`src/rtl/daq_pkg.sv`:
```
// Shared definitions for the DAQ capture and readout stages.
package daq_pkg;

  localparam logic [15:0] C_DELIMITER = 16'h7FFF;

  typedef enum logic [1:0] {
    ST_IDLE,
    ST_READ,
    ST_DRAIN,
    ST_DONE
  } daq_state_e;

  function automatic logic is_delimiter(input logic [15:0] word);
    return word == C_DELIMITER;
  endfunction

endpackage

```
`src/rtl/axis_skid_buffer.sv`:
```
// Two-entry output buffer with fall-through: an arriving word is presented
// immediately when empty and parked only if the consumer stalls.
module axis_skid_buffer #(
  parameter int unsigned WIDTH = 33
) (
  input  logic             clk_i,
  input  logic             rst_i,
  input  logic             flush_i,
  input  logic             in_valid_i,
  input  logic [WIDTH-1:0] in_data_i,
  output logic             out_valid_o,
  output logic [WIDTH-1:0] out_data_o,
  input  logic             out_ready_i,
  output logic [1:0]       count_o
);

  logic [WIDTH-1:0] mem_q [2];
  logic             wr_ptr_q;
  logic             rd_ptr_q;
  logic [1:0]       cnt_q;
  logic             push;
  logic             pop;
  logic             empty;

  assign empty   = (cnt_q == 2'd0);
  assign count_o = cnt_q;

  always_comb begin
    out_valid_o = in_valid_i | ~empty;
    out_data_o  = '0;
    if (!empty)          out_data_o = mem_q[rd_ptr_q];
    else if (in_valid_i) out_data_o = in_data_i;
    pop  = ~empty & out_ready_i;
    push = in_valid_i & ~(empty & out_ready_i);
  end

  always_ff @(posedge clk_i or posedge rst_i) begin
    if (rst_i) begin
      for (int unsigned i = 0; i < 2; i++) mem_q[i] <= '0;
      wr_ptr_q <= 1'b0;
      rd_ptr_q <= 1'b0;
      cnt_q    <= 2'd0;
    end else if (flush_i) begin
      wr_ptr_q <= 1'b0;
      rd_ptr_q <= 1'b0;
      cnt_q    <= 2'd0;
    end else begin
      if (push) begin
        mem_q[wr_ptr_q] <= in_data_i;
        wr_ptr_q        <= ~wr_ptr_q;
      end
      if (pop) rd_ptr_q <= ~rd_ptr_q;
      cnt_q <= cnt_q + 2'(push) - 2'(pop);
    end
  end

endmodule

```
`src/rtl/daq_bram_streamer.sv`:
```
// Streams the capture BRAM from address 0 onto AXI-Stream, terminating on the
// delimiter word or the last address, with credit-limited prefetch.
module daq_bram_streamer
  import daq_pkg::*;
#(
  parameter int unsigned AXIS_TDATA_WIDTH = 32,
  parameter int unsigned BRAM_DATA_WIDTH  = 16,
  parameter int unsigned BRAM_ADDR_WIDTH  = 16
) (
  input  logic                        aclk,
  input  logic                        areset,
  input  logic                        start_i,
  input  logic                        abort_i,
  output logic                        busy_o,
  output logic                        done_o,
  output logic [BRAM_ADDR_WIDTH:0]    word_count_o,
  output logic                        bram_portb_clk,
  output logic [BRAM_ADDR_WIDTH-1:0]  bram_portb_addr,
  output logic                        bram_portb_en,
  input  logic [BRAM_DATA_WIDTH-1:0]  bram_portb_rddata,
  output logic [AXIS_TDATA_WIDTH-1:0] m_axis_tdata,
  output logic                        m_axis_tvalid,
  input  logic                        m_axis_tready,
  output logic                        m_axis_tlast
);

  localparam logic [BRAM_ADDR_WIDTH-1:0] LAST_ADDR = '1;

  daq_state_e                  state_q;
  logic                        en_q;
  logic [BRAM_ADDR_WIDTH-1:0]  addr_q;
  logic [BRAM_ADDR_WIDTH-1:0]  nxt_q;
  logic                        rd_valid_q;
  logic                        rd_last_q;
  logic                        busy_q;
  logic                        done_q;
  logic [BRAM_ADDR_WIDTH:0]    wc_q;

  logic [AXIS_TDATA_WIDTH-1:0] sample;
  logic [AXIS_TDATA_WIDTH:0]   buf_out;
  logic [1:0]                  occ;
  logic [2:0]                  pending;
  logic                        rd_term;
  logic                        beat;
  logic                        last_beat;
  logic                        can_issue;

  assign bram_portb_clk  = aclk;
  assign bram_portb_addr = addr_q;
  assign bram_portb_en   = en_q;
  assign busy_o          = busy_q;
  assign done_o          = done_q;
  assign word_count_o    = wc_q;
  assign m_axis_tlast    = buf_out[AXIS_TDATA_WIDTH];
  assign m_axis_tdata    = buf_out[AXIS_TDATA_WIDTH-1:0];

  always_comb begin
    sample       = {AXIS_TDATA_WIDTH{bram_portb_rddata[15]}};
    sample[15:0] = bram_portb_rddata[15:0];
    rd_term      = rd_valid_q & (is_delimiter(bram_portb_rddata[15:0]) | rd_last_q);
    beat         = m_axis_tvalid & m_axis_tready;
    last_beat    = beat & m_axis_tlast;
    // Credits: buffered + returning + issuing words, net of the beat leaving now.
    pending      = 3'(occ) + 3'(rd_valid_q) + 3'(en_q);
    can_issue    = pending < (3'd2 + 3'(beat));
  end

  axis_skid_buffer #(
    .WIDTH(AXIS_TDATA_WIDTH + 1)
  ) u_skid (
    .clk_i      (aclk),
    .rst_i      (areset),
    .flush_i    (abort_i),
    .in_valid_i (rd_valid_q),
    .in_data_i  ({rd_term, sample}),
    .out_valid_o(m_axis_tvalid),
    .out_data_o (buf_out),
    .out_ready_i(m_axis_tready),
    .count_o    (occ)
  );

  always_ff @(posedge aclk or posedge areset) begin
    if (areset) begin
      state_q    <= ST_IDLE;
      en_q       <= 1'b0;
      addr_q     <= '0;
      nxt_q      <= '0;
      rd_valid_q <= 1'b0;
      rd_last_q  <= 1'b0;
      busy_q     <= 1'b0;
      done_q     <= 1'b0;
      wc_q       <= '0;
    end else begin
      // A read still in flight behind the terminating word is dropped here.
      rd_valid_q <= en_q & ~rd_term;
      rd_last_q  <= en_q & (addr_q == LAST_ADDR);
      if (beat) wc_q <= wc_q + (BRAM_ADDR_WIDTH+1)'(1);
      if (abort_i) begin
        state_q    <= ST_IDLE;
        en_q       <= 1'b0;
        rd_valid_q <= 1'b0;
        busy_q     <= 1'b0;
        done_q     <= 1'b0;
      end else begin
        case (state_q)
          ST_IDLE, ST_DONE: begin
            if (start_i) begin
              state_q <= ST_READ;
              en_q    <= 1'b1;
              addr_q  <= '0;
              nxt_q   <= BRAM_ADDR_WIDTH'(1);
              wc_q    <= '0;
              busy_q  <= 1'b1;
              done_q  <= 1'b0;
            end
          end
          ST_READ: begin
            if (last_beat) begin
              state_q <= ST_DONE;
              en_q    <= 1'b0;
              busy_q  <= 1'b0;
              done_q  <= 1'b1;
            end else if (rd_term) begin
              state_q <= ST_DRAIN;
              en_q    <= 1'b0;
            end else if (can_issue) begin
              en_q   <= 1'b1;
              addr_q <= nxt_q;
              nxt_q  <= nxt_q + BRAM_ADDR_WIDTH'(1);
              if (nxt_q == LAST_ADDR) state_q <= ST_DRAIN;
            end else begin
              en_q <= 1'b0;
            end
          end
          ST_DRAIN: begin
            en_q <= 1'b0;
            if (last_beat) begin
              state_q <= ST_DONE;
              busy_q  <= 1'b0;
              done_q  <= 1'b1;
            end
          end
          default: state_q <= ST_IDLE;
        endcase
      end
    end
  end

endmodule

```
`config.mk`:
```
export PLATFORM = sky130hd
export DESIGN_NAME = daq_bram_streamer
export DESIGN_NICKNAME = d
export VERILOG_FILES = /design/src/rtl/daq_pkg.sv /design/src/rtl/axis_skid_buffer.sv /design/src/rtl/daq_bram_streamer.sv
export SDC_FILE = /design/constraint.sdc
export NUM_CORES = 1
export LEC_CHECK = 0
export CAP_MARGIN = 20
export CORE_MARGIN = 3
export CORE_UTILIZATION = 57
export DETAILED_ROUTE_END_ITERATION = 7
export GPL_ROUTABILITY_DRIVEN = 0
export PLACE_DENSITY_LB_ADDON = 0.05
export SETUP_SLACK_MARGIN = 0.02
export SYNTH_ARGS = -nofsm -noshare
export SYNTH_HDL_FRONTEND = slang
export SYNTH_SLANG_ARGS = --single-unit
```
`constraint.sdc`:
```
create_clock -name aclk -period 6.75 [get_ports aclk]
set_input_delay 1.35 -clock aclk [delete_from_list [all_inputs] [get_ports aclk]]
set_output_delay 1.35 -clock aclk [all_outputs]
set_load 0.1 [all_outputs]
```
After elaboration in Yosys (flattened, before gate mapping). Index checks and enable logic that the tools add are counted.

Register bits: 126. Input bits: 21. Output and inout port bits: 71. Logic and storage cells: 119.

$add $sub $neg: 7. $lt $le $gt $ge: 4. Eq/ne operators: 15. Mux-type cells: 49. Bitwise logic cells: 18. Reductions and logical operators: 12.

Operators with widths (number): $mux 33 (6); $mux 16 (8); $mux 17 (4); $bwmux 66 (1); $pmux 16 s2 (2); $demux 33 s1 (1); $eq 16x16->1 const B (2); $add 17x1->17 const B (1); $add 16x1->16 const B (1); $eq 16x15->1 const B (1); $mux 2 (8); $mux 1 (15); $ne 5x5->1 const B (2); $and 1x1->1 (8); $ne 2x2->1 const B (4); $ne 3x3->1 const B (2); $not 1->1 (6); $pmux 2 s3 (1); $reduce_and 6->1 (1); $reduce_bool 2->1 (3); $eq 2x2->1 const B (2); $ge 2x2->1 const B (2); $logic_not 2->1 (2); $not 1->2 (2); other kinds (16) (20).

Depth between registers and ports, before layout. Gate-level depths: netlist of run 1.

Depth after elaboration: 11. Mapped depth: 9. Gate-level depth less buffers: 7.

Modules after synthesis. A second synthesis of run 1 with hierarchy kept.

Cell total of the unflattened synthesis: 582. Area, all modules: 6466.2 um2.

By module, submodules not included: axis_skid_buffer (instances 1, cells each 278, area each 3565.9 um2); daq_bram_streamer (instances 1, cells each 304, area each 2900.3 um2).

==> results.md, run 1 <==
- Async set-reset flop share out of synthesis: 100%
- Vias: 3,978
- Clock transition at path regs: about 80 ps
- WL final: 11.3 mm
- Netlist cell types: 62
- DRT antenna net count: 0
- Status: finished, final reports clean
- 1st-iter DRT viols: 257
- Ys Warns: 0
- Post-Syn Area per Cell: 10.6 um2
- Clk_lat worst skew: 460 ps
- Met2 WL: 5.49 mm
- DIE WIDTH: around 100 um
- Pins Over Slew Limit: 0
- Layout cells sized above 1: 14.3%
- Class of the worst hold path: flop to flop
- Most frequent cells in the layout: 94 x dfrtp_1, 91 x clkdlybuf4s50_1, 40 x mux2_2, 39 x a21oi_1, 29 x nand3_1
- Most common cell after layout, fill and taps aside: dfrtp_1
- Global route overflow: 0
- Data required time at the worst endpoint: 5400 ps
- EDFF count, synth: 0
- Setup tns final: 0 ps
- Top sig layer: met4
- Total die area: between 10,000 and 15,000 um2
- Initial Util: ~60%
- Std-Cell Rows: 33
- M1 WL: 5.08 mm
- I/O Buffers: approximately 90
- Synth Net Count: a little over 500
- Register area: 2350 um2
- First-pass GRT wire length: 19.6 mm
- Post-cts repair resize count: 0
- Cells after synthesis: 480
- Antenna diodes: 0
- DPL Wire Length: 7.75 mm
- Worst-Margin Slew: 1000 ps
- Clk_skew: between 10 and 15 ps
- Core ar.: 8420 um2
- Crit Path Class: clock port to output port
- Fillers: 646
- Initial antenna violation count: 0
- Unrepaired setup endpoints after global routing: false
- Vias in the first global route: 4,123
- Drt drc: 0
- I/O pins: 92
- Post-synthesis sequential area ratio: 46.4%
- Synth Cell Area: 5070 um2
- Final Hold Viols: 0
- Critical path fanouts, max: 2
- Setup Viol. Count Final: 0
- Worst EP arrival: 4560 ps
- GR Util All Layers: approximately a quarter
- Hold_buf cts: 0
- Max Cap Viol: 0
- Layout Nets: 578
- Multi-input logic area: 2360 um2
- Vias per std cell: 6.05
- CP startpoint kind: clock port
- Top FF cell, synth: dfrtp_1
- Pre-antenna DRT Iters: 5
- Post-CTS setup buffer count: 0
- Die height: about 100 um
- Yosys reg bits: 94
- Slew Limit Headroom: about a third
- Largest net degree at the start of global routing: 61
- Wire per inst: 17.2 um
- Met3 Routed Length: 644 um
- CTS tree: yes
- Synth-to-layout area growth: 20.4%
- Critical Path End Type: output port
[cells by family (layout without fill, tap and decap cells)]
| logic type | after synthesis | count (layout) | share of synthesized area (%) |
|---|---|---|---|
| flip-flops | 94 | 94 | 46.4 |
| multiplexers | 60 | 60 | 12.8 |
| AND/OR/NAND/NOR | 148 | 148 | 16.1 |
| buffers and inverters | 61 | 133 | 7.09 |
| XOR/XNOR | 16 | 16 | 2.77 |
| AO/OA/AOI/OAI | 93 | 93 | 12.6 |
| adder cells (fa/ha/maj) | 8 | 8 | 2.12 |
[critical path, stage by stage]
cell	delay, ps
clkbuf_8	110
clkbuf_8	120
clkdlybuf4s50_1	960
[final timing paths]
| path | startpoint | end | slack (ps) | cells past startpoint |
|---|---|---|---|---|
| setup / recovery | aclk | bram_portb_clk | 840 | 3 |
| hold / removal | u_skid.mem_q[2] | u_skid.mem_q[2] | 510 | 1 |
| setup reg to reg | rd_valid_q | nxt_q[8] | 3480 | 8 |
| hold reg to reg | u_skid.mem_q[2] | u_skid.mem_q[2] | 510 | 1 |
| max in group asynchronous | areset | u_skid.mem_q[39] | 4330 | 3 |
| min in group asynchronous | areset | word_count_o[15] | 1250 | 2 |
[stage by stage]
step	area (um2)	utilization, %	setup WS [ps]	hold slack (ps)	instances
floorplan	5070	-	1390	479	480
global placement	5860	69.5	1090	486	639
detailed placement	5860	69.5	1090	494	639
CTS	6090	72.4	830	513	656
global route	6100	72.4	815	518	657
finish	6100	72.4	841	508	657
[cell type report]
class	instances	share of cell area [%]
Multi-Input combinational cell	325	38.6
Sequential cell	94	38.5
Timing Repair Buffer	95	15.4
Clock buffer	15	3.32
Tap cell	105	2.15
Inverter	20	1.25
Clock inverter	3	0.738
[synthesized netlist by cell type, types with 6 or more instances]
library cell   n  area [um2]
nor3_1         6        30.0
buf_4         19         143
clkbuf_1      13        48.8
and2_1         8        50.1
nor4_1         8        50.1
dfrtp_1       94        2350
o21ai_0       19        95.1
ha_1           7        87.6
a21oi_1       39         195
nand2_1       22        82.6
xor2_1        11        96.3
nand4_1       14        87.6
inv_1         20        75.1
nand3_1       29         145
nor2_1        27         101
mux2i_1       20         200
mux2_2        40         450
[metal layers]
metal  global-route usage, %  up-vias
met3                    5.84       11
met5                       0        -
li1                        -     1870
met4                    6.32        0
met1                    32.8     1965
met2                    38.6      132
[state kept, by name, summed over array words and instances (netlist names)]
signal           flops
u_skid.wr_ptr_q      1
bram_portb_en        1
done_o               1
bram_portb_addr     16
word_count_o        17
rd_valid_q           1
state_q              2
rd_last_q            1
busy_o               1
u_skid.rd_ptr_q      1
u_skid.mem_q        34
u_skid.count_o       2
nxt_q               16
Power of run 1 is not shown: default switching activity piles up to over one toggle a cycle in this logic, so the estimate is an artifact.
==> inputs of run 2 (changes only) <==
--- a/config.mk
+++ b/config.mk
@@ -6,7 +6,6 @@
 export NUM_CORES = 1
 export LEC_CHECK = 0
 export CAP_MARGIN = 20
-export CORE_MARGIN = 3
 export CORE_UTILIZATION = 57
 export DETAILED_ROUTE_END_ITERATION = 7
 export GPL_ROUTABILITY_DRIVEN = 0
==> run 2 against run 1 <==
  * Cell count is 0.61% higher
  * First-iteration DRC count is 25% lower
  * Sequential share of layout area barely moved
  * Hold slack improved by 4.0 ps
  * Wire length decreased by 4.3%
  * Worst setup slack improved by 10 ps
  * Critical path type unchanged
==> results.md, run 2 (synthesis results as in run 1) <==
- GR Util All Layers: 24.7% (+0.67 points)
- Initial Util: 58.4% (-1.8 points)
- Crit Path Class: clock port to output port
- Data required time at the worst endpoint: 5400 ps (about the same)
- Bufs and invs on worst path: 3 (unchanged)
- I/O pins: 92 (unchanged)
- Peak per-stage delay on the critical path: 950 ps (about the same)
- Total die area: 9270 um2 (-7.8%)
- Worst EP arrival: 4550 ps (about the same)
- Largest net degree at the start of global routing: 55 (-9.8%)
- Largest register by flop count: u_skid.mem_q
- Reg2Reg Setup Slack: 3450 ps (-30 ps)
- Hold_buf cts: 0 (unchanged)
- Setup tns final: 0 ps (unchanged)
- Die height: 96.3 um (-4.0%)
- Crit. path cell count: 3 (unchanged)
- Critical Path End Type: output port
- Global route overflow: 0 (unchanged)
- FF-to-FF Start: rd_valid_q
- Clk_lat worst skew: 450 ps (about the same)
- First-pass GRT wire length: 17.6 mm (-10%)
- 1st-iter DRT viols: 193 (-25%)
- Critical path fanouts, max: 2 (unchanged)
- Final Hold Viols: 0 (unchanged)
- Pins Over Slew Limit: 0 (unchanged)
- Pre-antenna DRT Iters: 5 (unchanged)
- Wire per inst: 16.4 um (-4.9%)
- CP top delay family: buffers and inverters
- Layout cells sized above 1: 14.5% (+0.15 points)
- Core ar.: 8680 um2 (+3.0%)
- Max Cap Viol: 0 (unchanged)
- Vias: 3,940 (-0.96%)
- Synth-to-layout area growth: 20.5% (about the same)
- DPL Wire Length: 7.36 mm (-5.1%)
- Crit path capture: bram_portb_clk
- Vias per std cell: 5.96 (-1.6%)
- WL final: 10.8 mm (-4.3%)
- Setup Viol. Count Final: 0 (unchanged)
- Unrepaired setup endpoints after global routing: false
- Critical Path Most Common Cell: clkbuf_8
- Class of the worst hold path: flop to flop
- Worst Hold Launch: u_skid.mem_q[7]
- Antenna diodes: 0 (unchanged)
- DIE WIDTH: 96.3 um (-4.0%)
- CP startpoint kind: clock port
- Max reg flops: 34 (unchanged)
- Most frequent cells in the layout: 94 x dfrtp_1, 91 x clkdlybuf4s50_1, 40 x mux2_2, 39 x a21oi_1, 29 x nand3_1
- Post-cts repair resize count: 0 (unchanged)
- Initial antenna violation count: 0 (unchanged)
- Clk_skew: 6.75 ps (-5.47 ps)
- Most common cell after layout, fill and taps aside: dfrtp_1
- Vias in the first global route: 3,584 (-13%)
- CTS tree: yes
- Reg-to-Reg End: nxt_q[3]
- Worst path slowest cell: clkdlybuf4s50_1
- DRT antenna net count: 0 (unchanged)
- Crit path cell chain: clkbuf_8 -> clkbuf_8 -> clkdlybuf4s50_1
- Clock transition at path regs: 90 ps (about the same)
- Launch point of the worst path: aclk
- Drt drc: 0 (unchanged)
- Layout Nets: 578 (unchanged)
- Worst-Margin Slew: 990 ps (-14.1 ps)
- Status: finished, final reports clean
- Worst r2r path cells: 8 (unchanged)
- Slew Limit Headroom: 33.8% (+0.94 points)
- Post-CTS setup buffer count: 0 (unchanged)
- Std-Cell Rows: 34 (+3.0%)
- I/O Buffers: 91 (unchanged)
## run 2: final cells by class
| cell class | instances | area, um2 |
|---|---|---|
| clock buffer | 14 | 189 |
| multi-input combinational | 325 | 2360 |
| sequential | 94 | 2350 |
| inverter | 20 | 76.3 |
| tap | 108 | 135 |
| timing repair buffer | 95 | 938 |
| clock inverter | 5 | 60.1 |
| fill | 678 | 2570 |
## run 2: worst min-delay path by stage
stage,to,slack (ps),cells past startpoint
2_1_floorplan,u_skid.mem_q[0],480,1
4_1_cts,u_skid.mem_q[34],510,1
6_report,u_skid.mem_q[7],510,1
5_1_grt,u_skid.mem_q[33],530,1
3_5_place_dp,u_skid.mem_q[7],490,1
3_3_place_gp,u_skid.mem_q[9],490,1
## run 2: per-layer routing
metal  vias up  track usage (%)  wire length [um]  part of all wire [%]
met3         7             4.03               536                   4.9
met2       132             37.6              5110                    47
met1      1932             36.7              5090                    47
li1       1869                -                 -                     -
met4         0             6.09                90                  0.83
met5         -                0                 0                     0
## run 2: per-stage QoR
| step | cell area (um2) | util (%) | cells | hold WS [ps] | worst slack, ps |
|---|---|---|---|---|---|
| global placement | 5860 | 67.5 | 642 | 485 | 1090 |
| CTS | 6100 | 70.3 | 660 | 514 | 847 |
| finish | 6110 | 70.4 | 661 | 512 | 851 |
| detailed placement | 5860 | 67.5 | 642 | 494 | 1090 |
| floorplan | 5070 | - | 480 | 479 | 1390 |
| global route | 6110 | 70.4 | 661 | 532 | 822 |
Power of run 2 is left out for the same reason.
==> inputs of run 3 (changes only) <==
--- a/config.mk
+++ b/config.mk
@@ -5,12 +5,14 @@
 export SDC_FILE = /design/constraint.sdc
 export NUM_CORES = 1
 export LEC_CHECK = 0
-export CAP_MARGIN = 20
+export CAP_MARGIN = 10
 export CORE_UTILIZATION = 57
 export DETAILED_ROUTE_END_ITERATION = 7
 export GPL_ROUTABILITY_DRIVEN = 0
+export MAX_ROUTING_LAYER = met4
 export PLACE_DENSITY_LB_ADDON = 0.05
 export SETUP_SLACK_MARGIN = 0.02
 export SYNTH_ARGS = -nofsm -noshare
 export SYNTH_HDL_FRONTEND = slang
 export SYNTH_SLANG_ARGS = --single-unit
+export TNS_END_PERCENT = 10
==> run 3 against run 2 <==
  * Non-clock buffer count shrank 1
  * Global-route usage grew 0.73 points
  * First-iteration DRC count shrank 0.52%
  * Critical endpoint unchanged
  * Largest cell class unchanged
  * Worst setup slack is essentially flat
  * Critical path type unchanged
  * Cell count shrank 0.15%
  * Wire length shrank 0.32%
==> results.md, run 3 (synthesis results as in run 1) <==
- I/O pins: 92 (unchanged)
- Worst EP arrival: 4550 ps (about the same)
- Wire per inst: 16.4 um (-0.17%)
- Class of the worst hold path: flop to flop
- 1st-iter DRT viols: 192 (-0.52%)
- Placed cells: 642 (unchanged)
- Post-cts repair resize count: 0 (unchanged)
- Max reg flops: 34 (unchanged)
- Post-CTS setup buffer count: 0 (unchanged)
- Crit Path Class: clock port to output port
- Hold Slack: 511 ps (-1.32 ps)
- Pre-antenna DRT Iters: 7 (+2)
- Largest register by flop count: u_skid.mem_q
- Fillers: 678 (unchanged)
- GR Util All Layers: 25.4% (+0.73 points)
- Final Hold Viols: 0 (unchanged)
- Global route overflow: 0 (unchanged)
- Core ar.: 8680 um2 (unchanged)
- Max Cap Viol: 0 (unchanged)
- Worst Hold Launch: u_skid.mem_q[7]
- Hold_buf cts: 0 (unchanged)
- FF-to-FF Start: rd_valid_q
- I/O Buffers: 91 (unchanged)
- Antenna diodes: 0 (unchanged)
- Final Util: 70.3% (-0.087 points)
- Most frequent cells in the layout: 94 x dfrtp_1, 91 x clkdlybuf4s50_1, 40 x mux2_2, 39 x a21oi_1, 29 x nand3_1
- Synth-to-layout area growth: 20.4%
- Layout Nets: 577 (-0.17%)
- Worst-Margin Slew: 1030 ps (+38.5 ps)
- Vias per std cell: 5.94 (-0.36%)
- Setup tns final: 0 ps (unchanged)
- WL final: 10.8 mm (-0.32%)
- Initial antenna violation count: 0 (unchanged)
- Vias in the first global route: 3,591 (+0.20%)
- Vias: 3,920 (-0.51%)
- Slew Limit Headroom: 31.4% (-2.4 points)
- Status: finished, final reports clean
- Critical Path End Type: output port
- DRT antenna net count: 0 (unchanged)
- DPL Wire Length: 7.36 mm (unchanged)
- Initial Util: 58.4% (unchanged)
- CTS tree: yes
- DIE WIDTH: 96.3 um (unchanged)
- Std-Cell Rows: 34 (unchanged)
- Unrepaired setup endpoints after global routing: false
- Register area: 2350 um2 (unchanged)
- Clock transition at path regs: 90 ps (about the same)
- Clk_lat worst skew: 450 ps (about the same)
- Non-filler instance count after layout: 660 (-0.15%)
- Data required time at the worst endpoint: 5400 ps (about the same)
- CP startpoint kind: clock port
- Layout cells sized above 1: 14.3% (-0.15 points)
- Pins Over Slew Limit: 0 (unchanged)
- Drt drc: 0 (unchanged)
- Setup Viol. Count Final: 0 (unchanged)
- First-pass GRT wire length: 17.6 mm (unchanged)
- Die height: 96.3 um (unchanged)
- Total die area: 9270 um2 (unchanged)
- Clk_skew: 7.07 ps (+0.323 ps)
- Multi-input logic area: 2360 um2 (unchanged)
- Largest net degree at the start of global routing: 55 (unchanged)
- Launch point of the worst path: aclk
- Most common cell after layout, fill and taps aside: dfrtp_1
- Critical path fanouts, max: 2 (unchanged)
-- run 3: cell count changes in the layout (fill, tap and decap cells not counted), sizes merged --
cell / change
buf: -1
-- run 3: path summary, 6_finish.rpt --
| check | to | slack [ps] | cells past startpoint |
|---|---|---|---|
| max reg2reg | nxt_q[3] | 3440 | 8 |
| max in group asynchronous | nxt_q[4] | 4330 | 3 |
| max | bram_portb_clk | 850 | 3 |
| min reg2reg | u_skid.mem_q[7] | 510 | 1 |
| min in group asynchronous | u_skid.mem_q[2] | 1290 | 2 |
| min | u_skid.mem_q[7] | 510 | 1 |
-- run 3: critical path, cell delays in order --
cell and delay (ps):
clkbuf_8 110, clkbuf_8 110, clkdlybuf4s50_1 950
-- run 3: through the flow --
stage | setup WS [ps] | instance area (um2)
CTS | 847 | 6100
floorplan | 1390 | 5070
global route | 822 | 6100
detailed placement | 1090 | 5860
finish | 851 | 6100
global placement | 1090 | 5860
-- run 3: area by class of cell --
| cell class | count | area share (%) |
|---|---|---|
| Clock buffer | 14 | 3.10 |
| Timing Repair Buffer | 94 | 15.3 |
| Sequential cell | 94 | 38.6 |
| Inverter | 20 | 1.25 |
| Multi-Input combinational cell | 325 | 38.6 |
| Clock inverter | 5 | 0.985 |
| Tap cell | 108 | 2.22 |
-- run 3: layer usage --
layer,part of all wire (%),global-route usage (%)
met1,48,36.7
met2,47,37.8
met3,4.1,3.87
met4,0.94,6.09
met5,0,-
Power of run 3 is left out for the same reason.
